<file path="src/rtl/quad_decoder.sv">
// Quadrature front end: synchronizes and glitch-filters A/B, then turns Gray-phase steps into Up/Down/Err pulses.
// Optional QD_ERR_CNT_EN adds Clr_Err and a saturating 8-bit Err_Cnt.
module quad_decoder #(
    parameter int FILT_LEN = 3,
    parameter int DEC_MODE = 4
) (
    input  logic       CLK,
    input  logic       RST,
    input  logic       EN,
    input  logic       A,
    input  logic       B,
`ifdef QD_ERR_CNT_EN
    input  logic       Clr_Err,
    output logic [7:0] Err_Cnt,
`endif
    output logic       Up,
    output logic       Down,
    output logic       Dir,
    output logic       Err,
    output logic [1:0] dbg_state
);

    typedef enum logic [1:0] {
        S00 = 2'b00,
        S01 = 2'b01,
        S10 = 2'b10,
        S11 = 2'b11
    } phase_t;

    localparam logic [3:0] CNT_LAST = 4'(FILT_LEN - 1);
    localparam bit         FULL_RES = (DEC_MODE != 1);

    // Bit 1 carries channel A, bit 0 carries channel B throughout.
    logic [1:0]      sync1;
    logic [1:0]      sync2;
    logic [1:0]      filt;
    logic [1:0][3:0] filt_cnt;

    phase_t state;
    phase_t fwd_next;
    phase_t rev_next;
    logic   step_fwd;
    logic   step_rev;
    logic   step_ill;
    logic   up_hit;
    logic   down_hit;

    always_ff @(posedge CLK or posedge RST) begin
        if (RST) begin
            sync1 <= 2'b00;
            sync2 <= 2'b00;
        end else begin
            sync1 <= {A, B};
            sync2 <= sync1;
        end
    end

    // A channel only moves after FILT_LEN consecutive samples disagree with it.
    always_ff @(posedge CLK or posedge RST) begin
        if (RST) begin
            filt     <= 2'b00;
            filt_cnt <= '0;
        end else begin
            for (int i = 0; i < 2; i++) begin
                if (sync2[i] == filt[i]) begin
                    filt_cnt[i] <= 4'd0;
                end else if (filt_cnt[i] == CNT_LAST) begin
                    filt[i]     <= sync2[i];
                    filt_cnt[i] <= 4'd0;
                end else begin
                    filt_cnt[i] <= filt_cnt[i] + 4'd1;
                end
            end
        end
    end

    always_comb begin
        fwd_next = S10;
        rev_next = S01;
        case (state)
            S00: begin fwd_next = S10; rev_next = S01; end
            S10: begin fwd_next = S11; rev_next = S00; end
            S11: begin fwd_next = S01; rev_next = S10; end
            S01: begin fwd_next = S00; rev_next = S11; end
            default: begin fwd_next = S10; rev_next = S01; end
        endcase
        step_fwd = (filt == fwd_next);
        step_rev = (filt == rev_next);
        step_ill = ((filt ^ state) == 2'b11);
        // Single resolution only reports the S00<->S10 edge of each cycle.
        up_hit   = step_fwd && (FULL_RES || state == S00);
        down_hit = step_rev && (FULL_RES || state == S10);
    end

    always_ff @(posedge CLK or posedge RST) begin
        if (RST) begin
            state <= S00;
            Up    <= 1'b0;
            Down  <= 1'b0;
            Err   <= 1'b0;
            Dir   <= 1'b0;
        end else begin
            state <= phase_t'(filt);
            Up    <= EN && up_hit;
            Down  <= EN && down_hit;
            Err   <= EN && step_ill;
            if (step_fwd) begin
                Dir <= 1'b1;
            end else if (step_rev) begin
                Dir <= 1'b0;
            end
        end
    end

`ifdef QD_ERR_CNT_EN
    always_ff @(posedge CLK or posedge RST) begin
        if (RST) begin
            Err_Cnt <= 8'd0;
        end else if (Clr_Err) begin
            Err_Cnt <= 8'd0;
        end else if (EN && step_ill && Err_Cnt != 8'hFF) begin
            Err_Cnt <= Err_Cnt + 8'd1;
        end
    end
`endif

    assign dbg_state = state;

endmodule
</file>
<file path="config.mk">
export PLATFORM = sky130hd
export DESIGN_NAME = quad_decoder
export DESIGN_NICKNAME = d
export VERILOG_FILES = /design/src/rtl/quad_decoder.sv
export SDC_FILE = /design/constraint.sdc
export NUM_CORES = 1
export LEC_CHECK = 0
export CORE_ASPECT_RATIO = 1.2
export CORE_MARGIN = 3
export CORE_UTILIZATION = 45
export CTS_CLUSTER_DIAMETER = 50
export DETAILED_ROUTE_END_ITERATION = 8
export MAX_ROUTING_LAYER = met4
export PLACE_DENSITY_LB_ADDON = 0.08
export SLEW_MARGIN = 20
export SYNTH_ARGS = -nofsm -noshare
export SYNTH_HDL_FRONTEND = slang
export SYNTH_SLANG_ARGS = --single-unit
</file>
<file path="constraint.sdc">
create_clock -name CLK -period 1.15 [get_ports CLK]
set_input_delay 0.23 -clock CLK [delete_from_list [all_inputs] [get_ports CLK]]
set_output_delay 0.23 -clock CLK [all_outputs]
set_load 0.1 [all_outputs]
</file>
## Word-level counts from Yosys, hierarchy flattened

Cells that the tools add are included.

- Register bits: 20
- Input port bits: 5
- Output and inout port bits: 6
- Logic and storage cells: 41

- Bitwise logic cells: 3
- Equality and inequality tests: 10
- Reductions and logical operators: 7
- Mux-type cells: 8
- $add $sub $neg: 2

Operator list:

| kind | number |
|---|---|
| 2-to-1 mux 4 bit | 4 |
| case mux 2 bit (4 select lines) | 2 |
| adder 4 x 1 -> 4 bit (second input constant) | 2 |
| == test 4 x 2 -> 1 bit (second input constant) | 2 |
| == test 2 bit (second input constant) | 3 |
| == test 2 bit | 2 |
| AND reduction 2 bit | 2 |
| logical AND 1 bit | 3 |
| == test 1 bit | 2 |
| == test 2 x 1 -> 1 bit (second input constant) | 1 |
| zero test 2 bit | 1 |
| 2-to-1 mux 1 bit | 2 |
| inverter 1 bit | 2 |
| nonzero test 2 bit | 1 |
| bitwise XOR 2 bit | 1 |

## Logic depth before layout (Yosys ltp)

- Depth after elaboration: 5
- Depth in mapped cells: 4
- Depth with buffers taken out: 4

## Least setup slack after synthesis

Ideal clock, no wire load.

- Kind: reg2reg
- Start: register state[0] (netlist: dbg_state[0])
- End: register Dir
- Required time: 1.024 ns
- Data arrival time: 1.486 ns
- Path buffers: 0
- Path slack: -0.462 ns
- Period minus slack after synthesis: 1.612 ns
- Stages on the path, launching flop included: 3
- Setup time: 0.126 ns
- Cell sequence: dfrtp_1 xor2_1 maj3_2

- Cells in the longest elaborated chain, start to end: 4
- Elaborated cells between the ends (all ways): 10
- Those cells by class: eq/ne: 5; mux: 3; reduce/logical: 2

Ends and longest elaborated chain:

| element | line | source |
|---|---|---|
| start: declaration | 39 | `phase_t state;` |
| start signal: assignment | 103 | `state <= phase_t'(filt);` |
| == test 2 x 1 -> 1 bit (tied with other cells) | 80 | `case (state)` |
| case mux 2 bit (4 select lines) | 80 |  |
| == test 2 bit (on tied branches) | 87, 88 |  |
| 2-to-1 mux 1 bit or nonzero test 2 bit (tied branches) | n/a |  |
| end signal: assignment | 101 | `Dir <= 1'b0;` |
| end signal: assignment | 108 | `Dir <= 1'b1;` |
| end signal: assignment | 110 | `Dir <= 1'b0;` |
| end: declaration | 18 | `output logic Dir,` |

Parallel ways exist; a longest one is shown, timed or not.
A chain may end at the register's enable or synchronous reset.

## Final worst setup path

- Start: register state[0] (netlist: dbg_state[0])
- End: output dbg_state[0]

RTL lines:

| element | line | source |
|---|---|---|
| end: declaration | 20 | `output logic [1:0] dbg_state` |

No word-level cell between the ends.

==> out/summary.md <==
* 11.83 um — final routed wire length divided by cell count
* 0.8141 GHz — timing-limited maximum frequency
* 13.13 um^2 — average instance area after synthesis
* 51.45 um — height of the chip
* 59 — Synth Instances
* 1.228 ns — final period demand of the worst path
* 0 — post-cts hold buffer count
* 835.3 um — total half-perimeter wirelength after legalization and detailed placement
* 0 — remaining global-route overflow
* 20 — flip-flop and latch count after synthesis
* 14 — number of library cell types mapped by synthesis
* 106.8% — final cycle utilization of the critical path
* 35.06% — relative area change from synthesis to final layout
* 3 — drt initial violations
* Dir$_DFFE_PP0P_ — end of the worst register-to-register path
* flip-flops — Top delay family on crit path
* built — clock tree from TritonCTS
* -0.07841 ns — final worst slack
* 0.2854 ns — Worst-Margin Slew
* 1.876 mm — wire length of the first global-routing pass
* 0 — count of inserted antenna diode cells
* 0 — number of maximum-capacitance violations
* 0.29 ns — clock latency on the worst-skew pair
* 4 — drt pass-1 iters
* 21 — maximum number of pins on one net before global-route repair
* filt[1]$_DFFE_PP0P_ — startpoint of the lowest-slack register-to-register path
* 64.62% — post-synthesis sequential area ratio
* 68.81% — Util after Layout
* 110 — layout filler cell count
* true — unrepaired setup endpoints after global routing
* 0.002198 ns — setup clock skew after layout
* 20 — Sinks on Clock Net
* 0 — remaining number of nets flagged by the antenna check after routing
* 1 — number of H-tree levels
* 2 — R2R cell count
* 11 — total I/O pin count
* sky130_fd_sc_hd__clkbuf_4 — clk root buf
* 1.00 ns — endpoint arrival time on the critical path
* 2257 um^2 — full die area
* 3 — number of buffers created by CTS
* 0 — final number of hold-violating endpoints
* 0.6818 — routability cong.
* 15 — number of cell rows
* 0.53 ns — Worst path max stage delay
* 1 — Bufs and invs on worst path
* 4.968 — drt via density
* 1046 um^2 — final std cell area, no fill
* 0.04 ns — worst-case register-to-register setup slack
* 0 — number of warnings issued by yosys
* 87 — NumNets Final
* -0.1499 ns — Sum Neg Setup Slack
* 2 — number of setup violations in the final report
* 3 — largest fanout on the critical path
* 17 x sky130_fd_sc_hd__dfrtp_1, 10 x sky130_fd_sc_hd__nor2_1, 7 x sky130_fd_sc_hd__buf_12 — commonest cells after routing, fill and taps aside
* sky130_fd_sc_hd__dfrtp_1 — most common library cell in the layout ignoring fill and taps
* 509.2 um^2 — sequential cell area
* setup timing — violations in the final reports
* flop — Worst setup SP type
* 0 — number of max-slew violations in the final report
* buf_12 — ordered list of cells on the worst path
* 467 — number of global-route vias before repair
* 80.84% — Slew Limit Headroom
* 11.81% — overall track demand over capacity in global routing
* flop to primary output — worst setup path category
* 1.112 mm — sum of routed wire length over all layers
* 68 — net count after synthesis
* 2 — deepest clock path buffer count
* 43.87 um — width of the die
* 0.11 ns — CTS clock-pin slew for the worst setup and hold paths
* 50.95% — effective utilization at floorplan
* 275.3 um^2 — area of the multi-input gates
* 774.5 um^2 — combined area of all synthesized cells
* 10 — number of port buffers
* finished with violations — outcome
* 1007 um^2 — placed cell areas
* 29.87% — layout cells sized above 1
* 0 — Residual DRC
* 0 — antenna violations before repair
* primary output — kind of capture point of the worst setup path
* 1520 um^2 — Floorplan Core Area
* 0.92 ns — critical path data required time
* primary input to async pin — Hold Crit Class
* 467 — vias post-DR
* sky130_fd_sc_hd__dfrtp_4 — Worst path slowest cell
cells in the mapped netlist:
cell	count	area [um^2]
sky130_fd_sc_hd__inv_1	3	11.26
sky130_fd_sc_hd__nor2_1	10	37.54
sky130_fd_sc_hd__maj3_2	1	11.26
sky130_fd_sc_hd__nor3b_1	1	7.510
sky130_fd_sc_hd__ha_1	4	50.05
sky130_fd_sc_hd__xnor2_1	5	43.79
sky130_fd_sc_hd__a21o_1	2	15.01
sky130_fd_sc_hd__nand2_1	2	7.510
sky130_fd_sc_hd__and3_2	1	7.510
sky130_fd_sc_hd__and3_1	1	6.260
sky130_fd_sc_hd__xor2_1	5	43.79
sky130_fd_sc_hd__nand3_1	2	10.01
sky130_fd_sc_hd__dfrtp_1	20	500.5
sky130_fd_sc_hd__mux2_2	2	22.52
worst max-delay path by stage:
stage | slack, ns | from | cells past startpoint | to
2_1_floorplan | -0.1 | dbg_state[0]$_DFF_PP0_ | 2 | Dir$_DFFE_PP0P_
3_3_place_gp | 0.06 | dbg_state[0]$_DFF_PP0_ | 2 | Dir$_DFFE_PP0P_
3_5_place_dp | 0.04 | filt[1]$_DFFE_PP0P_ | 2 | Dir$_DFFE_PP0P_
4_1_cts | -0.1 | dbg_state[0]$_DFF_PP0_ | 1 | dbg_state[0]
5_1_grt | -0.11 | dbg_state[0]$_DFF_PP0_ | 1 | dbg_state[0]
6_report | -0.08 | dbg_state[0]$_DFF_PP0_ | 1 | dbg_state[0]
kinds of logic (layout without fill, tap and decap cells):
group                    count (synthesis)  after routing  share of synthesized area, %
AND/OR/NAND/NOR                         17             17                         9.857
flip-flops                              20             20                         64.62
multiplexers                             2              2                         2.908
buffers and inverters                    3             21                         1.454
XOR/XNOR                                10             10                         11.31
adder cells (fa/ha/maj)                  5              5                         7.916
AO/OA/AOI/OAI                            2              2                         1.938
registers in the layout, indices dropped and copies added (netlist names):
name / flops
dbg_state: 2
sync1: 2
Dir: 1
Down: 1
Up: 1
filt_cnt: 8
Err: 1
sync2: 2
filt: 2
per-layer routing:
layer  wire length (um)  share of wire [%]  vias to the layer above  track usage, %
met5                  0                  0                        -               -
met4                 37                3.3                        0           7.538
met3                 68                6.1                        5           2.113
met2                553                 50                       14           19.17
met1                452                 41                      225           13.09
li1                   -                  -                      223               -
per-stage QoR:
stage,instances,hold slack [ns],setup WS [ns]
2_1_floorplan,59,0.1938,-0.09627
3_3_place_gp,89,0.3323,0.05815
3_5_place_dp,89,0.3397,0.04365
4_1_cts,93,0.2250,-0.09898
5_1_grt,94,0.2306,-0.1116
6_report,94,0.2301,-0.07841
timing repair:
item                       4_1_cts  5_1_grt
buffers inserted                 0        1
setup endpoints to repair        2        6
gates resized for setup          0        2
pin swaps                        0        0
cloned                           0        0
layout make-up:
| cell class | count | share of cell area (%) |
|---|---|---|
| Inverter | 3 | 1.077 |
| Tap cell | 17 | 2.033 |
| Sequential cell | 20 | 48.68 |
| Multi-Input combinational cell | 36 | 26.32 |
| Timing Repair Buffer | 14 | 19.38 |
| Clock buffer | 4 | 2.512 |
Power is left out: the tool's default activity adds up to more than one toggle a clock period on the data nets, which glitch-free logic cannot reach.
==> RTL change 1, RTL diff (config.mk and constraints unchanged) <==
Put one more register stage on the output `dbg_state`, with the module's reset. The value now appears one clock later. The other outputs are not delayed to match.
--- a/src/rtl/quad_decoder.sv
+++ b/src/rtl/quad_decoder.sv
@@ -125,5 +125,11 @@
 `endif
 
-    assign dbg_state = state;
+    always_ff @(posedge CLK or posedge RST) begin
+        if (RST) begin
+            dbg_state <= '0;
+        end else begin
+            dbg_state <= state;
+        end
+    end
 
 endmodule
Behaviour: not the same (a bounded check fails within 10 cycles, from zero or initial values and one cycle with RST high).
==> RTL change 1 against the unedited design <==
- utilization fell by 3.5 points
- highest routed layer unchanged
- non-clock buffer count did not move
- area after synthesis rose by 6.5%
- worst setup slack improved by 0.093 ns
- final cell count rose by 3.2%
- fmax rose by 8.2%
- routed wire length rose by 1.4%
- final area rose by 5.0%
- die area rose by 5.6%
- sequential cell count rose by 2
Power is not shown: default switching activity piles up to over one toggle a cycle in this logic, so the estimate is an artifact.
==> RTL change 1: results (changes against the unedited design) <==
clock-cell share of area -> 3.30% (was 2.51%)
Clock Skews -> 0.00548 ns (was 0.00220 ns)
sequential fraction of the synthesis area -> 66.8% (was 64.6%)
vias per cell -> 4.98 (was 4.97)
Max H-tree Level -> 1 (unchanged)
Largest register FFs -> 8 (unchanged)
antenna violations before repair -> 0 (unchanged)
Die ar. -> 2380 µm² (was 2260 µm²)
met3 GRT Util -> 5.10% (was 2.11%)
Logic inverters -> 3 (unchanged)
Synth Warn # -> 0 (unchanged)
largest net degree at the start of global routing -> 23 (was 21)
worst stage delay on the critical path -> 0.44 ns (was 0.53 ns)
number of multi-input logic gates -> 36 (unchanged)
Routed WL -> 1.13 mm (was 1.11 mm)
crit path max fanout -> 2 (was 3)
clock buffer count -> 4 (unchanged)
Final Net Count -> 89 (was 87)
multi-input gate area in the final layout -> 273 µm² (was 275 µm²)
worst slack, placed -> 0.0469 ns (was 0.0436 ns)
largest reg by FF count -> filt_cnt (unchanged)
multi-input gate share of the layout cell area -> 24.8% (was 26.3%)
iteration count of the initial detailed-routing pass -> 2 (was 4)
ant diodes -> 0 (unchanged)
most area-consuming cells after synthesis -> dfrtp_1 (67%), ha_1 (6.1%), xnor2_1 (5.3%), xor2_1 (5.3%), nor2_1 (4.6%) (was dfrtp_1 (65%), ha_1 (6.5%), xnor2_1 (5.7%), xor2_1 (5.7%), nor2_1 (4.8%))
DP Wirelength -> 834 µm (was 835 µm)
final non-filler cell total -> 97 (was 94)
Yosys cell types -> 14 (unchanged)
first-pass GRT wire length -> 2.13 mm (was 1.88 mm)
CP max-delay cell -> dfrtp_2 (was dfrtp_4)
Overall Global Routing Usage -> 13.5% (was 11.8%)
Num Clock Sinks -> 22 (was 20)
Post-Syn Nets -> 70 (was 68)
CTS resizes -> 0 (unchanged)
Layout non-clock buf frac -> 18.5% (was 19.4%)
Clock Tree Root -> clkbuf_4 (unchanged)
clock buffer count from CTS -> 3 (unchanged)
DP Area -> 1040 µm² (was 1010 µm²)
violation count after the first detailed-route iteration -> 3 (unchanged)
FILL cells -> 133 (was 110)
Final Wtd Congestion -> 0.672 (was 0.682)
CP Data Arrival Time -> 0.91 ns (was 1.00 ns)
Non-CTS buffers -> 14 (unchanged)
storage element area -> 553 µm² (was 509 µm²)
final slew viol count -> 0 (unchanged)
async set or reset register ratio after synthesis -> 100% (unchanged)
outcome -> finished clean (was finished, violations left)
commonest cells in the netlist -> dfrtp_1 (22), nor2_1 (10), xnor2_1 (5), xor2_1 (5), ha_1 (4) (was dfrtp_1 (20), nor2_1 (10), xnor2_1 (5), xor2_1 (5), ha_1 (4))
share of layout cells above drive strength 1 -> 27.8% (was 29.9%)
Synth Area per Inst -> 13.5 µm² (was 13.1 µm²)
placed cells -> 92 (was 89)
setup bufs post-CTS -> 1 (was 0)
CTS clk-pin slew, worst paths -> 0.12 ns
met1 Use GR -> 14.3% (was 13.1%)
vias in the first global route -> 513 (was 467)
met2 Usage GRT -> 20.8% (was 19.2%)
clock latency on the worst-skew pair -> 0.30 ns
Least-Margin Pin Slew -> 0.264 ns (was 0.285 ns)
RTL change 1: kinds of logic after synthesis:
family / Yosys count / share of synthesized area (%)
DFF: 22 / 66.8
and+or+nand+nor: 17 / 9.26
buffers and inverters: 3 / 1.37
xor gates and xnor gates: 10 / 10.6
muxes: 2 / 2.73
AOI/OAI and AO/OA: 2 / 1.82
adders and majority gates: 5 / 7.44
RTL change 1: worst paths after layout:
| path | start | end | slack [ns] | depth (start not counted) |
|---|---|---|---|---|
| worst max-delay path | Dir | Dir | 0.01 | 1 |
| worst min-delay path | RST | Err | 0.24 | 3 |
| worst max register to register | filt_cnt[1] | filt[0] | 0.05 | 3 |
| worst min register to register | sync1[0] | sync2[0] | 0.36 | 0 |
| max in group asynchronous | RST | Dir | 0.76 | 3 |
| min in group CLK | B | sync1[0] | 0.36 | 1 |
RTL change 1: routing by layer:
metal / vias to the layer above / share of wire, %
met4: 0 / 1.1
met5: - / 0
met1: 242 / 41
met2: 11 / 53
li1: 228 / -
met3: 2 / 5.5
==> RTL change 2, RTL diff (same settings) <==
Made on the original files. Add a define of `QD_ERR_CNT_EN`.
--- a/src/rtl/quad_decoder.sv
+++ b/src/rtl/quad_decoder.sv
@@ -1,4 +1,6 @@
 // Quadrature front end: synchronizes and glitch-filters A/B, then turns Gray-phase steps into Up/Down/Err pulses.
 // Optional QD_ERR_CNT_EN adds Clr_Err and a saturating 8-bit Err_Cnt.
+`define QD_ERR_CNT_EN
+
 module quad_decoder #(
     parameter int FILT_LEN = 3,
Interface: changed (added Clr_Err and Err_Cnt); port bits go from 11 to 20. No check against the original RTL was run, so the function may have changed too.
==> RTL change 2 against the unedited design <==
- the flow still finishes with violations (setup timing)
- clock skew grew 0.0052 ns
- worst setup slack got worse by 0.33 ns
- hold slack improved by 0.015 ns
- final area grew 100%
- routed wire length increased to 2.6 times the old value
- sequential cell count up 8
- area after synthesis rose by 58%
==> RTL change 2: results (changes against the unedited design) <==
CP Data Arrival Time -> 1.82 ns (was 1.00 ns)
Clock Tree Root -> clkbuf_4 (unchanged)
Reg-to-Reg Start -> dbg_state[1] (was filt[1])
clock latency on the worst-skew pair -> 0.32 ns (was 0.29 ns)
FILL cells -> 139 (was 110)
most area-consuming cells after synthesis -> dfrtp_1 (57%), ha_1 (5.1%), nor2_1 (4.6%), xor2_1 (4.3%), mux2_2 (3.7%) (was dfrtp_1 (65%), ha_1 (6.5%), xnor2_1 (5.7%), xor2_1 (5.7%), nor2_1 (4.8%))
Final Net Count -> 175 (was 87)
final setup vio count -> 24 (was 2)
final worst slack -> -0.412 ns (was -0.0784 ns)
Port-buffer cells -> 19 (was 10)
slew margin rel. -> 80.5% (was 80.8%)
share of layout cells above drive strength 1 -> 57.7% (was 29.9%)
sequential fraction of the synthesis area -> 57.2% (was 64.6%)
async set or reset register ratio after synthesis -> 100% (unchanged)
Primary FF master, synth -> dfrtp_1 (unchanged)
largest net degree at the start of global routing -> 29 (was 21)
Vias -> 1011 (was 467)
worst min path class -> primary input to asynchronous set/reset pin (unchanged)
Post-Syn Nets -> 118 (was 68)
vias in the first global route -> 1085 (was 467)
antenna violations before repair -> 0 (unchanged)
R2R Path End -> Err_Cnt[4] (was Dir)
first-pass GRT wire length -> 4.79 mm (was 1.88 mm)
Pleak -> 0.925 nW
CTS clk-pin slew, worst paths -> 0.14 ns (was 0.11 ns)
failing checks -> setup timing (unchanged)
Synth Warn # -> 0 (unchanged)
CP max-delay cell -> or4_4 (was dfrtp_4)
worst vdd ir -> 2.77 mV
worst stage delay on the critical path -> 0.54 ns
crit path max fanout -> 4 (was 3)
clock tree buffer depth -> 2 (unchanged)
violation count after the first detailed-route iteration -> 25 (was 3)
worst slack, placed -> -0.472 ns (was 0.0436 ns)
clock buffer count from CTS -> 3 (unchanged)
DP Area -> 1910 µm² (was 1010 µm²)
Overall Global Routing Usage -> 19.7% (was 11.8%)
Max H-tree Level -> 1 (unchanged)
outcome -> finished, violations left (unchanged)
Final Wtd Congestion -> 0.900 (was 0.682)
Clock Skews -> 0.00743 ns (was 0.00220 ns)
commonest cells in the netlist -> dfrtp_1 (28), nor2_1 (15), nand2_1 (6), xor2_1 (6) (was dfrtp_1 (20), nor2_1 (10), xnor2_1 (5), xor2_1 (5), ha_1 (4))
R2R cell count -> 4 (was 2)
Yosys cell types -> 28 (was 14)
Top Registers -> Err_Cnt: 8 flops, filt_cnt: 8 flops
iteration count of the initial detailed-routing pass -> 4 (unchanged)
DP Wirelength -> 1.93 mm (was 835 µm)
ant diodes -> 0 (unchanged)
Routed WL -> 2.84 mm (was 1.11 mm)
## RTL change 2: worst max path at each step
| stage | from | to | depth (start not counted) |
|---|---|---|---|
| floorplan | dbg_state[0] | Err_Cnt[4] | 4 |
| global placement | EN | Err_Cnt[4] | 4 |
| detailed placement | EN | Err_Cnt[4] | 4 |
| CTS | dbg_state[1] | Err_Cnt[4] | 4 |
| global route | dbg_state[1] | Err_Cnt[4] | 4 |
| finish | dbg_state[1] | Err_Cnt[4] | 4 |
## RTL change 2: metal layers
layer,wire [µm],vias up,GRT usage (%)
met2,1630,20,33.3
met3,77,2,2.36
met5,0,-,-
met4,19,0,7.03
li1,-,478,-
met1,1110,511,23.5
## RTL change 2: area by class of cell
class                           instances  area share, %
Multi-Input combinational cell         73           30.2
Sequential cell                        28           34.7
Timing Repair Buffer                   53           30.3
Clock buffer                            4           1.71
Tap cell                               33           1.95
Inverter                                5           1.12
## RTL change 2: cell families (layout without fill, tap and decap cells)
family | after synthesis | after routing | share of synthesized area (%)
adders and majority gates | 6 | 6 | 5.92
buffers and inverters | 6 | 62 | 1.84
AOI/OAI and AO/OA | 8 | 8 | 4.09
and+or+nand+nor | 44 | 44 | 18.7
xor gates and xnor gates | 10 | 10 | 7.76
muxes | 5 | 5 | 4.49
DFF | 28 | 28 | 57.2
## RTL change 2: report_power, final
| group | switching (mW) | total (mW) | internal [mW] | leakage (nW) |
|---|---|---|---|---|
| combinational | 1.62 | 2.87 | 1.25 | 0.558 |
| sequential | 0.235 | 1.50 | 1.27 | 0.347 |
| clock | 0.272 | 0.466 | 0.193 | 0.0210 |
## RTL change 2: stage by stage
step | power, mW | hold slack, ns | utilization [%] | instances | TNS (ns)
finish | 4.84 | 0.245 | 82.2 | 196 | -4.58
global route | 5.12 | 0.240 | 82.2 | 196 | -6.01
CTS | 4.77 | 0.238 | 78.9 | 196 | -4.95
detailed placement | 4.20 | 0.343 | 74.0 | 187 | -3.44
global placement | 4.14 | 0.342 | 74.0 | 187 | -3.13
floorplan | 3.03 | 0.261 | - | 107 | -2.85
## RTL change 2: repair_timing
item	CTS	global route
gates resized for setup	16	19
endpoints found under the setup margin	26	29
buffers inserted	5	3
pin swaps	4	8
## RTL change 2: worst max-delay path, delay by kind of cell, from the launching register on
kind	cells	cell delay, ns
AO/OA/AOI/OAI	1	0.14
AND/OR/NAND/NOR	2	0.68
XOR/XNOR	1	0.17
flip-flops	1	0.52
